### config.mk
export PLATFORM = sky130hd
export DESIGN_NAME = multi_ch_hs_ctrl_flat
export DESIGN_NICKNAME = d
export VERILOG_FILES = /design/src/rtl/hs_ctrl_pkg.sv /design/src/rtl/multi_ch_hs_ctrl_if.sv /design/src/rtl/multi_ch_hs_ctrl_arbiter.sv /design/src/rtl/multi_ch_hs_ctrl.sv /design/src/flat_wrapper.sv
export SDC_FILE = /design/constraint.sdc
export NUM_CORES = 1
export LEC_CHECK = 0
export ABC_AREA = 1
export ABC_CLOCK_PERIOD_IN_PS = 1680
export CELL_PAD_IN_SITES_DETAIL_PLACEMENT = 1
export CELL_PAD_IN_SITES_GLOBAL_PLACEMENT = 2
export CORE_MARGIN = 1.5
export CORE_UTILIZATION = 26
export DETAILED_ROUTE_END_ITERATION = 8
export PLACE_DENSITY = 0.74
export SYNTH_ARGS = -nofsm -noshare
export SYNTH_HDL_FRONTEND = slang
export SYNTH_HIERARCHICAL = 1
export SYNTH_SLANG_ARGS = --single-unit
### constraint.sdc
create_clock -name clk -period 1.68 [get_ports clk]
set_input_delay 0.336 -clock clk [delete_from_list [all_inputs] [get_ports clk]]
set_output_delay 0.336 -clock clk [all_outputs]
set_load 0.05 [all_outputs]
### src/rtl/hs_ctrl_pkg.sv
// hs_ctrl_pkg
// Shared types and helpers for the multi-channel req/busy/ack controller.
//   hs_state_e : controller FSM states
//   rr_pick    : round-robin index search over up to MAX_CH requesters
package hs_ctrl_pkg;

   localparam int MAX_CH = 16;

   typedef enum logic [1:0] {
      IDLE  = 2'd0,
      SERVE = 2'd1,
      ACK   = 2'd2
   } hs_state_e;

   // First set request at or after ptr, wrapping at n_ch. The search runs
   // downward so the smallest offset from ptr is the last (winning) write.
   // Returns ptr when no request is set; callers gate with |req.
   function automatic logic [3:0] rr_pick(input logic [MAX_CH-1:0] req,
                                          input logic [3:0]        ptr,
                                          input int                n_ch);
      int idx;
      rr_pick = ptr;
      for (int k = MAX_CH - 1; k >= 0; k--) begin
         if (k < n_ch) begin
            idx = int'(ptr) + k;
            if (idx >= n_ch) idx = idx - n_ch;
            if (req[idx[3:0]]) rr_pick = idx[3:0];
         end
      end
   endfunction

endpackage

### src/rtl/multi_ch_hs_ctrl_if.sv
// multi_ch_hs_ctrl_if
// Handshake bundle between N_CH requesters / the service unit and the
// controller.
//   req    : per-channel request level       (master -> slave)
//   done   : service-complete pulse          (master -> slave)
//   busy   : resource owned                  (slave -> master)
//   id     : granted channel                 (slave -> master)
//   ack    : one-hot acknowledge             (slave -> master)
//   to_err : timeout pulse, only with HS_TIMEOUT_EN
interface multi_ch_hs_ctrl_if #(
   parameter int N_CH = 4,
   parameter int ID_W = $clog2(N_CH)
);
   logic [N_CH-1:0] req;
   logic            done;
   logic            busy;
   logic [ID_W-1:0] id;
   logic [N_CH-1:0] ack;
`ifdef HS_TIMEOUT_EN
   logic            to_err;

   modport master (output req, output done, input busy, input id, input ack, input to_err);
   modport slave  (input req, input done, output busy, output id, output ack, output to_err);
`else
   modport master (output req, output done, input busy, input id, input ack);
   modport slave  (input req, input done, output busy, output id, output ack);
`endif
endinterface

### src/rtl/multi_ch_hs_ctrl_arbiter.sv
// rr_arbiter
// Combinational round-robin pick among N_CH requests starting at i_ptr.
//   i_req       : request vector
//   i_ptr       : search start index
//   o_gnt_valid : any request present
//   o_gnt_id    : winning channel index
module rr_arbiter
   import hs_ctrl_pkg::*;
#(
   parameter int N_CH = 4,
   parameter int ID_W = $clog2(N_CH)
) (
   input  logic [N_CH-1:0] i_req,
   input  logic [ID_W-1:0] i_ptr,
   output logic            o_gnt_valid,
   output logic [ID_W-1:0] o_gnt_id
);
   logic [3:0] w_pick;

   always_comb w_pick = rr_pick(MAX_CH'(i_req), 4'(i_ptr), N_CH);

   assign o_gnt_valid = |i_req;
   assign o_gnt_id    = ID_W'(w_pick);
endmodule

### src/rtl/multi_ch_hs_ctrl.sv
// multi_ch_hs_ctrl
// N-channel round-robin req/busy/ack controller for one shared service unit.
// Optional SERVE timeout compiled in with macro HS_TIMEOUT_EN.
//   clk : clock, rising edge
//   rst : asynchronous active-high reset
//   hs  : slave side of multi_ch_hs_ctrl_if (req/done in, busy/id/ack[/to_err] out)
//
// state | meaning
// IDLE  | no owner; grant next requester from the round-robin pointer
// SERVE | owner holds the resource, waiting for done / abort / timeout
// ACK   | ack to owner, held until its req falls
module multi_ch_hs_ctrl
   import hs_ctrl_pkg::*;
#(
   parameter int N_CH      = 4,
   parameter int ID_W      = $clog2(N_CH),
   parameter int TO_CYCLES = 16
) (
   input logic                clk,
   input logic                rst,
   multi_ch_hs_ctrl_if.slave  hs
);
   hs_state_e       r_state, w_nxt;
   logic [ID_W-1:0] r_id, r_ptr, w_gnt_id, w_ptr_nxt;
   logic            w_gnt_valid, w_req_id, r_busy;
   logic [N_CH-1:0] r_ack;

   rr_arbiter #(.N_CH(N_CH), .ID_W(ID_W)) u_arb (
      .i_req       (hs.req),
      .i_ptr       (r_ptr),
      .o_gnt_valid (w_gnt_valid),
      .o_gnt_id    (w_gnt_id)
   );

   assign w_req_id  = hs.req[r_id];
   assign w_ptr_nxt = (r_id == ID_W'(N_CH - 1)) ? '0 : r_id + ID_W'(1);

`ifdef HS_TIMEOUT_EN
   localparam int CNT_W = $clog2(TO_CYCLES);
   logic [CNT_W-1:0] r_cnt;
   logic             w_take_to, r_to_err;
`endif

   always_comb begin
      w_nxt = r_state;
`ifdef HS_TIMEOUT_EN
      w_take_to = 1'b0;
`endif
      case (r_state)
         IDLE:  if (w_gnt_valid) w_nxt = SERVE;
         SERVE: begin
            // abort beats done, done beats timeout
            if (!w_req_id)   w_nxt = IDLE;
            else if (hs.done) w_nxt = ACK;
`ifdef HS_TIMEOUT_EN
            else if (r_cnt == CNT_W'(TO_CYCLES - 1)) begin
               w_nxt     = IDLE;
               w_take_to = 1'b1;
            end
`endif
         end
         ACK:   if (!w_req_id) w_nxt = IDLE;
         default: w_nxt = IDLE;
      endcase
   end

   // Outputs are registered from the next state so they line up with it.
   always_ff @(posedge clk or posedge rst) begin
      if (rst) begin
         r_state <= IDLE;
         r_id    <= '0;
         r_ptr   <= '0;
         r_busy  <= 1'b0;
         r_ack   <= '0;
      end else begin
         r_state <= w_nxt;
         if (r_state == IDLE && w_gnt_valid) r_id <= w_gnt_id;
         if (r_state != IDLE && w_nxt == IDLE) r_ptr <= w_ptr_nxt;
         r_busy <= (w_nxt != IDLE);
         r_ack  <= (w_nxt == ACK) ? (N_CH'(1) << r_id) : '0;
      end
   end

`ifdef HS_TIMEOUT_EN
   always_ff @(posedge clk or posedge rst) begin
      if (rst) begin
         r_cnt    <= '0;
         r_to_err <= 1'b0;
      end else begin
         r_cnt    <= (r_state == SERVE) ? r_cnt + CNT_W'(1) : '0;
         r_to_err <= w_take_to;
      end
   end

   assign hs.to_err = r_to_err;
`endif

   assign hs.busy = r_busy;
   assign hs.id   = r_id;
   assign hs.ack  = r_ack;

`ifndef SYNTHESIS
   if (N_CH < 2 || N_CH > MAX_CH || TO_CYCLES < 2) begin : g_param_err
      $error("multi_ch_hs_ctrl: parameter out of range");
   end

   a_ack_onehot: assert property (@(posedge clk) disable iff (rst) $onehot0(hs.ack));
   a_ack_busy:   assert property (@(posedge clk) disable iff (rst) (|hs.ack) |-> hs.busy);
   a_busy_rise:  assert property (@(posedge clk) disable iff (rst)
                                  (r_state == IDLE && |hs.req) |=> hs.busy);
   a_ack_hold:   assert property (@(posedge clk) disable iff (rst)
                                  (|hs.ack && hs.req[hs.id]) |=> (hs.ack == $past(hs.ack)));
`endif
endmodule

### src/flat_wrapper.sv
// flat-port wrapper written by rule: the top's interface ports become plain ports
module multi_ch_hs_ctrl_flat import hs_ctrl_pkg::*;
#(
   parameter int N_CH      = 4,
   parameter int ID_W      = $clog2(N_CH),
   parameter int TO_CYCLES = 16
)
  (clk, rst, hs_req, hs_done, hs_busy, hs_id, hs_ack);
  multi_ch_hs_ctrl_if #(.N_CH(N_CH), .ID_W(ID_W)) hs_i ();
  input logic clk;
  input logic rst;
  input wire logic [$bits(hs_i.req)-1:0] hs_req;
  input wire logic [$bits(hs_i.done)-1:0] hs_done;
  output wire logic [$bits(hs_i.busy)-1:0] hs_busy;
  output wire logic [$bits(hs_i.id)-1:0] hs_id;
  output wire logic [$bits(hs_i.ack)-1:0] hs_ack;
  assign hs_i.req = hs_req;
  assign hs_i.done = hs_done;
  assign hs_busy = hs_i.busy;
  assign hs_id = hs_i.id;
  assign hs_ack = hs_i.ack;
  multi_ch_hs_ctrl #(.N_CH(N_CH), .ID_W(ID_W), .TO_CYCLES(TO_CYCLES)) u_core (.clk(clk), .rst(rst), .hs(hs_i));
endmodule
# Word-level counts from Yosys, hierarchy flattened

Index checks and enable logic that the tools add are counted.

Register bits after elaboration: 11
Memories: 0
Latch bits: 0
Word-level logic and storage cells: 59
RAM bits: 0
Output and inout bits: 7
Bits of input ports: 7
ROM bits: 0

Add/subtract/negate cells: 8
Multiplexer cells: 25
Order comparisons: 9
Shifts and indexed selects: 1
Bitwise gates (word level): 0
Divide/modulo/power cells: 0
Multipliers: 0
Eq/ne operators: 4
Reductions and logical operators: 7

Operators by type and width:

| kind                | count |
|---|---|
| $ge 32x4->1 const B | 1 |
| $lt 4x5->1 const B  | 4 |
| $mux 4              | 5 |
| $mux 2              | 9 |
| $bmux 1 s4          | 4 |
| $sub 3x3->4 const B | 3 |
| $add 2x2->3 const B | 2 |
| $eq 2x2->1 const B  | 3 |
| $ge 3x3->1 const B  | 2 |
| $pmux 2 s3          | 1 |
| $mux 1              | 5 |
| $logic_not 2->1     | 2 |
| $reduce_bool 2->1   | 2 |
| $reduce_or 4->1     | 1 |
| $shl 1x2->4 const A | 1 |
| $sub 2x3->4 const B | 1 |
| $add 2x1->3 const B | 1 |
| $ge 2x3->1 const B  | 1 |
| $lt 2x3->1 const B  | 1 |
| $add 2x1->2 const B | 1 |
| $bmux 1 s2          | 1 |
| $eq 2x1->1 const B  | 1 |
| $logic_and 1x1->1   | 2 |

# Longest topological paths before layout

Depth in word-level cells: 9
Depth in mapped cells: 12
Mapped depth without buffers: 12

# Cells and area by module

Netlist, hierarchy kept.

By module, submodules not included:

| module           | seq. area each (um^2) | cells each | instances | area an instance (um^2) |
|---|---|---|---|---|
| multi_ch_hs_ctrl | 275.3                 | 69         | 1         | 575.6 |
| rr_arbiter       | 0.0                   | 56         | 1         | 296.5 |

# Least setup slack after synthesis

No wires, ideal clock.

Path kind: register -> register
Start point: register u_core.r_ptr[0]
End point: register u_core.r_id[0] (netlist: u_core/hs.id[0])
Clock period less this slack: 1.697 ns
Arrival: 1.570 ns
Path buffers: 0
Library setup time: 0.128 ns
Setup slack: -0.017 ns
Cell stages (with the launch flop): 12
Required time: 1.552 ns
Cells stage by stage: dfrtp_1 > inv_2 > ha_1 > inv_1 > nand3_1 > nand3_1 > o21ai_1 > nand2_1 > nand2_1 > nand2_1 > nor2_1 > a21oi_1

Word-level cells in the longest chain between the ends: 9
Elaborated cells on any way between the ends: 27
Classes of those cells: 7 x add/sub; 4 x order compare; 16 x mux

RTL lines:

| what                                              | line                   | RTL |
|---|---|---|
| start: declaration                                | multi_ch_hs_ctrl.sv:24 | `logic [ID_W-1:0] r_id, r_ptr, w_gnt_id, w_ptr_nxt;` |
| start signal: assignment                          | multi_ch_hs_ctrl.sv:78 | `if (r_state != IDLE && w_nxt == IDLE) r_ptr <= w_ptr_nxt;` |
| $add 2x2->3                                       | hs_ctrl_pkg.sv:25      | `idx = int'(ptr) + k;` |
| $ge 32x4->1 / $sub 3x3->4 (equally long branches) | hs_ctrl_pkg.sv:26      | `if (idx >= n_ch) idx = idx - n_ch;` |
| $mux 4                                            | hs_ctrl_pkg.sv:26      |  |
| $bmux 1 s4                                        | hs_ctrl_pkg.sv:27      | `if (req[idx[3:0]]) rr_pick = idx[3:0];` |
| $mux 1 (implied by the code)                      | hs_ctrl_pkg.sv:27      |  |
| $mux 2 (3 in series)                              | hs_ctrl_pkg.sv:27      |  |
| $mux 2 *                                          | hs_ctrl_pkg.sv:27      |  |
| named net u_core.w_gnt_id[0]                      | multi_ch_hs_ctrl.sv:24 |  |
| end signal: assignment                            | multi_ch_hs_ctrl.sv:77 | `if (r_state == IDLE && w_gnt_valid) r_id <= w_gnt_id;` |
| end: declaration                                  | multi_ch_hs_ctrl.sv:24 |  |

The timed path passes the listed nets; every way through them passes the cells marked *. The select of a mux whose other input is x is not followed.
A chain may end at the register's enable or synchronous reset.

# Worst setup path after layout

Start point: register u_core.r_ptr[1]
End point: register u_core.r_id[0] (netlist: u_core/hs.id[0])

The elaborated chain is that of the path after synthesis.

==> flow_summary.yaml <==
status:
  outcome: "finished clean"
clock_network:
  clockBufferDepth: 2
  cts.sinks: 11
  cts.reportedPaths.clkPinSlew_ns: 0.07
  htree_levels: 1
  holdBufCountCts: 0
  cts_buffers: 3
  cts-root-buf: "clkbuf_4"
  cts_resized: 0
  postCtsSetupBuffers: 0
  clk_latency_ns: 0.26
  tritoncts: "done"
power:
  p_comb_share_pct: 71.7
  switching_share_pct: 52.4
  netSwitchingPower_uw: 1190
  p_seq_share_pct: 20.4
  power.leakage_uw: 0.000645
  p_clk_share_pct: 7.9
  power.total_uw: 2280
  powerDensity_nw_per_um2: 1940
  max-vdd-ir-drop_mv: 0.429
  internal_power_uw: 1080
floorplan:
  die_area_um2: 3710
  start_util_pct: 27.9
  core_area_um2: 3130
  die_h_um: 60.9
  floorplan.io_pins: 14
  dieWidth_um: 60.9
  row_count: 20
timing:
  fin_crit_ns: 1.56
  hold_slack_ns: 0.371
  fmax_mhz: 639
  worst_slack_ns: 0.116
  worstMarginPinSlew_ns: 0.448
  slew_viol_final: 0
  setup_viol: 0
  hold_viol_final: 0
  fin_skew_ns: 0.00263
  period_share_pct: 93.1
  maxSlewHeadroom_pct: 70.1
  rsz0062_at_grt: "yes"
yosys:
  synth_area_per_cell_um2: 6.98
  netlist_instances: 125
  syn-cell-area_um2: 872
  syn_nets: 141
  yosys_warnings: 6
  yosysSeqAreaShare_pct: 31.6
  synth_cell_types: 17
  ys_ff_latch: 11
worst_setup_path:
  crit_path_frequent_cell: "nand2_1"
  critPathSlowestCell: "dfrtp_1"
  arrival_ns: 1.72
  crit_required_ns: 1.83
  crit_chain: "inv_2 > ha_4 > inv_1 > nand3_1 > nand3_1 > o21ai_1 > nand2_1 > nand2_1 > nand2_1 > nor2_1 > a21oi_1"
  slowest_delay_ns: 0.37
  crit_path_start_kind: "flop"
  crit_fanout: 4
  cp-end-kind: "flop"
  crit_type: "flop to flop"
global_route:
  grt.busiest_layer: "met2"
  gr-usage-met2_pct: 20.9
  grt.total_usage_pct: 13.2
  grt_use_met1_pct: 18.8
  antenna_found_initial: 0
  grt_pass1_wl_um: 3630
  grt_pass1_vias: 823
  grt_max_degree: 12
  overflow: 0
  met3_usage_pct: 1.28
drt:
  wl_per_cell_um: 11.3
  routed_wl_um: 2200
  firstDrtPassIters: 4
  drc_errors: 0
  drt_iter0_drc: 35
  drtAntennaViolNets: 0
  vias: 846
  viasPerCell: 4.34
place:
  dp_hpwl_um: 1830
  place_congestion: 0.834
  numPortBuffers: 13
  placedCellCount: 191
  dp_slack_ns: -0.0833
final_layout:
  layout.nets: 168
  synthToLayoutAreaGrowth_pct: 34.7
  layout.cells.non_filler: 195
  final_cell_mix: "nand2_1, inv_1, buf_4, nand3_1, nor2_1"
  seq_area_um2: 277
  drive_gt1_share_pct: 27.2
  fill_cells: 403
  final_common_cell: "nand2_1"
  antenna_cells: 0
  multi_input_area_um2: 526
run:
  drv_cap: 0
min_path:
  min_path_type: "input pin to async pin"
-- synth_stat cells, drive strengths merged --
| cell | instances | share of area, % |
|---|---|---|
| a21oi | 3 | 2.2 |
| o211ai | 1 | 1.4 |
| nand3 | 17 | 11 |
| o21ai | 2 | 1.1 |
| inv | 23 | 9.9 |
| nand4 | 1 | 0.72 |
| nor2 | 13 | 6.7 |
| ha | 9 | 13 |
| nand2 | 45 | 22 |
| dfrtp | 11 | 32 |
-- per-stage QoR --
step	cell area [µm²]	utilization [%]	TNS, ns
floorplan	873	-	0
finish	1170	37.6	0
CTS	1160	37.1	0
global route	1170	37.6	-0.0166
detailed placement	1130	36.2	-0.277
global placement	1130	36.2	-0.171
-- state kept, by name, summed over array words and instances, names as in the netlist --
register        flops
u_core/hs.busy      1
u_core/hs.id        2
u_core/r_state      2
u_core/hs.ack       4
u_core/r_ptr        2
-- area by class of cell --
| class | count | share of cell area (%) |
|---|---|---|
| Sequential cell | 11 | 23.5 |
| Multi-Input combinational cell | 91 | 44.7 |
| Timing Repair Buffer | 22 | 17.5 |
| Tap cell | 44 | 4.69 |
| Inverter | 23 | 7.35 |
| Clock buffer | 4 | 2.24 |
-- power groups by stage --
stage	logic, µW	registers (µW)	clock network [µW]
finish	1630	465	179
global route	1840	481	191
CTS	1600	465	189
detailed placement	1590	470	0
global placement	1570	470	0
floorplan	877	667	0
-- logic make-up (layout without fill, tap and decap cells) --
group                    Yosys count  in the layout  share of synthesized area [%]
AND/OR/NAND/NOR                   76             76                           40.9
buffers and inverters             23             49                           9.90
flip-flops                        11             11                           31.6
adder cells (fa/ha/maj)            9              9                           12.9
AO/OA/AOI/OAI                      6              6                           4.73
-- worst paths after layout --
path,startpoint,to,cells after the start,slack [ns]
max,u_core/r_ptr[1]$_DFFE_PP0P_,u_core/hs.id[0]$_DFFE_PP0P_,11,0.12
min,rst,u_core/hs.ack[3]$_DFF_PP0_,2,0.37
max reg2reg,u_core/r_ptr[1]$_DFFE_PP0P_,u_core/hs.id[0]$_DFFE_PP0P_,11,0.12
min reg2reg,u_core/r_state[1]$_DFF_PP0_,u_core/r_state[1]$_DFF_PP0_,3,0.62
max in group asynchronous,rst,u_core/r_ptr[0]$_DFFE_PP0P_,2,0.98
min in group clk,u_core/r_state[1]$_DFF_PP0_,u_core/r_state[1]$_DFF_PP0_,3,0.62
-- worst max-delay path, delay by kind of cell, from the launching register on --
kind,cells,cell delay (ns)
simple gates,6,0.45
compound gates,2,0.21
buf+inv,2,0.14
flops,1,0.37
fa+ha+maj,1,0.29
-- metal layers --
| metal | share of wire (%) | vias to the layer above |
|---|---|---|
| met1 | 51 | 395 |
| met4 | 0.86 | 0 |
| met5 | 0 | - |
| met2 | 45 | 13 |
| met3 | 2.9 | 2 |
| li1 | - | 436 |
Power figures use the tool's default switching activity.
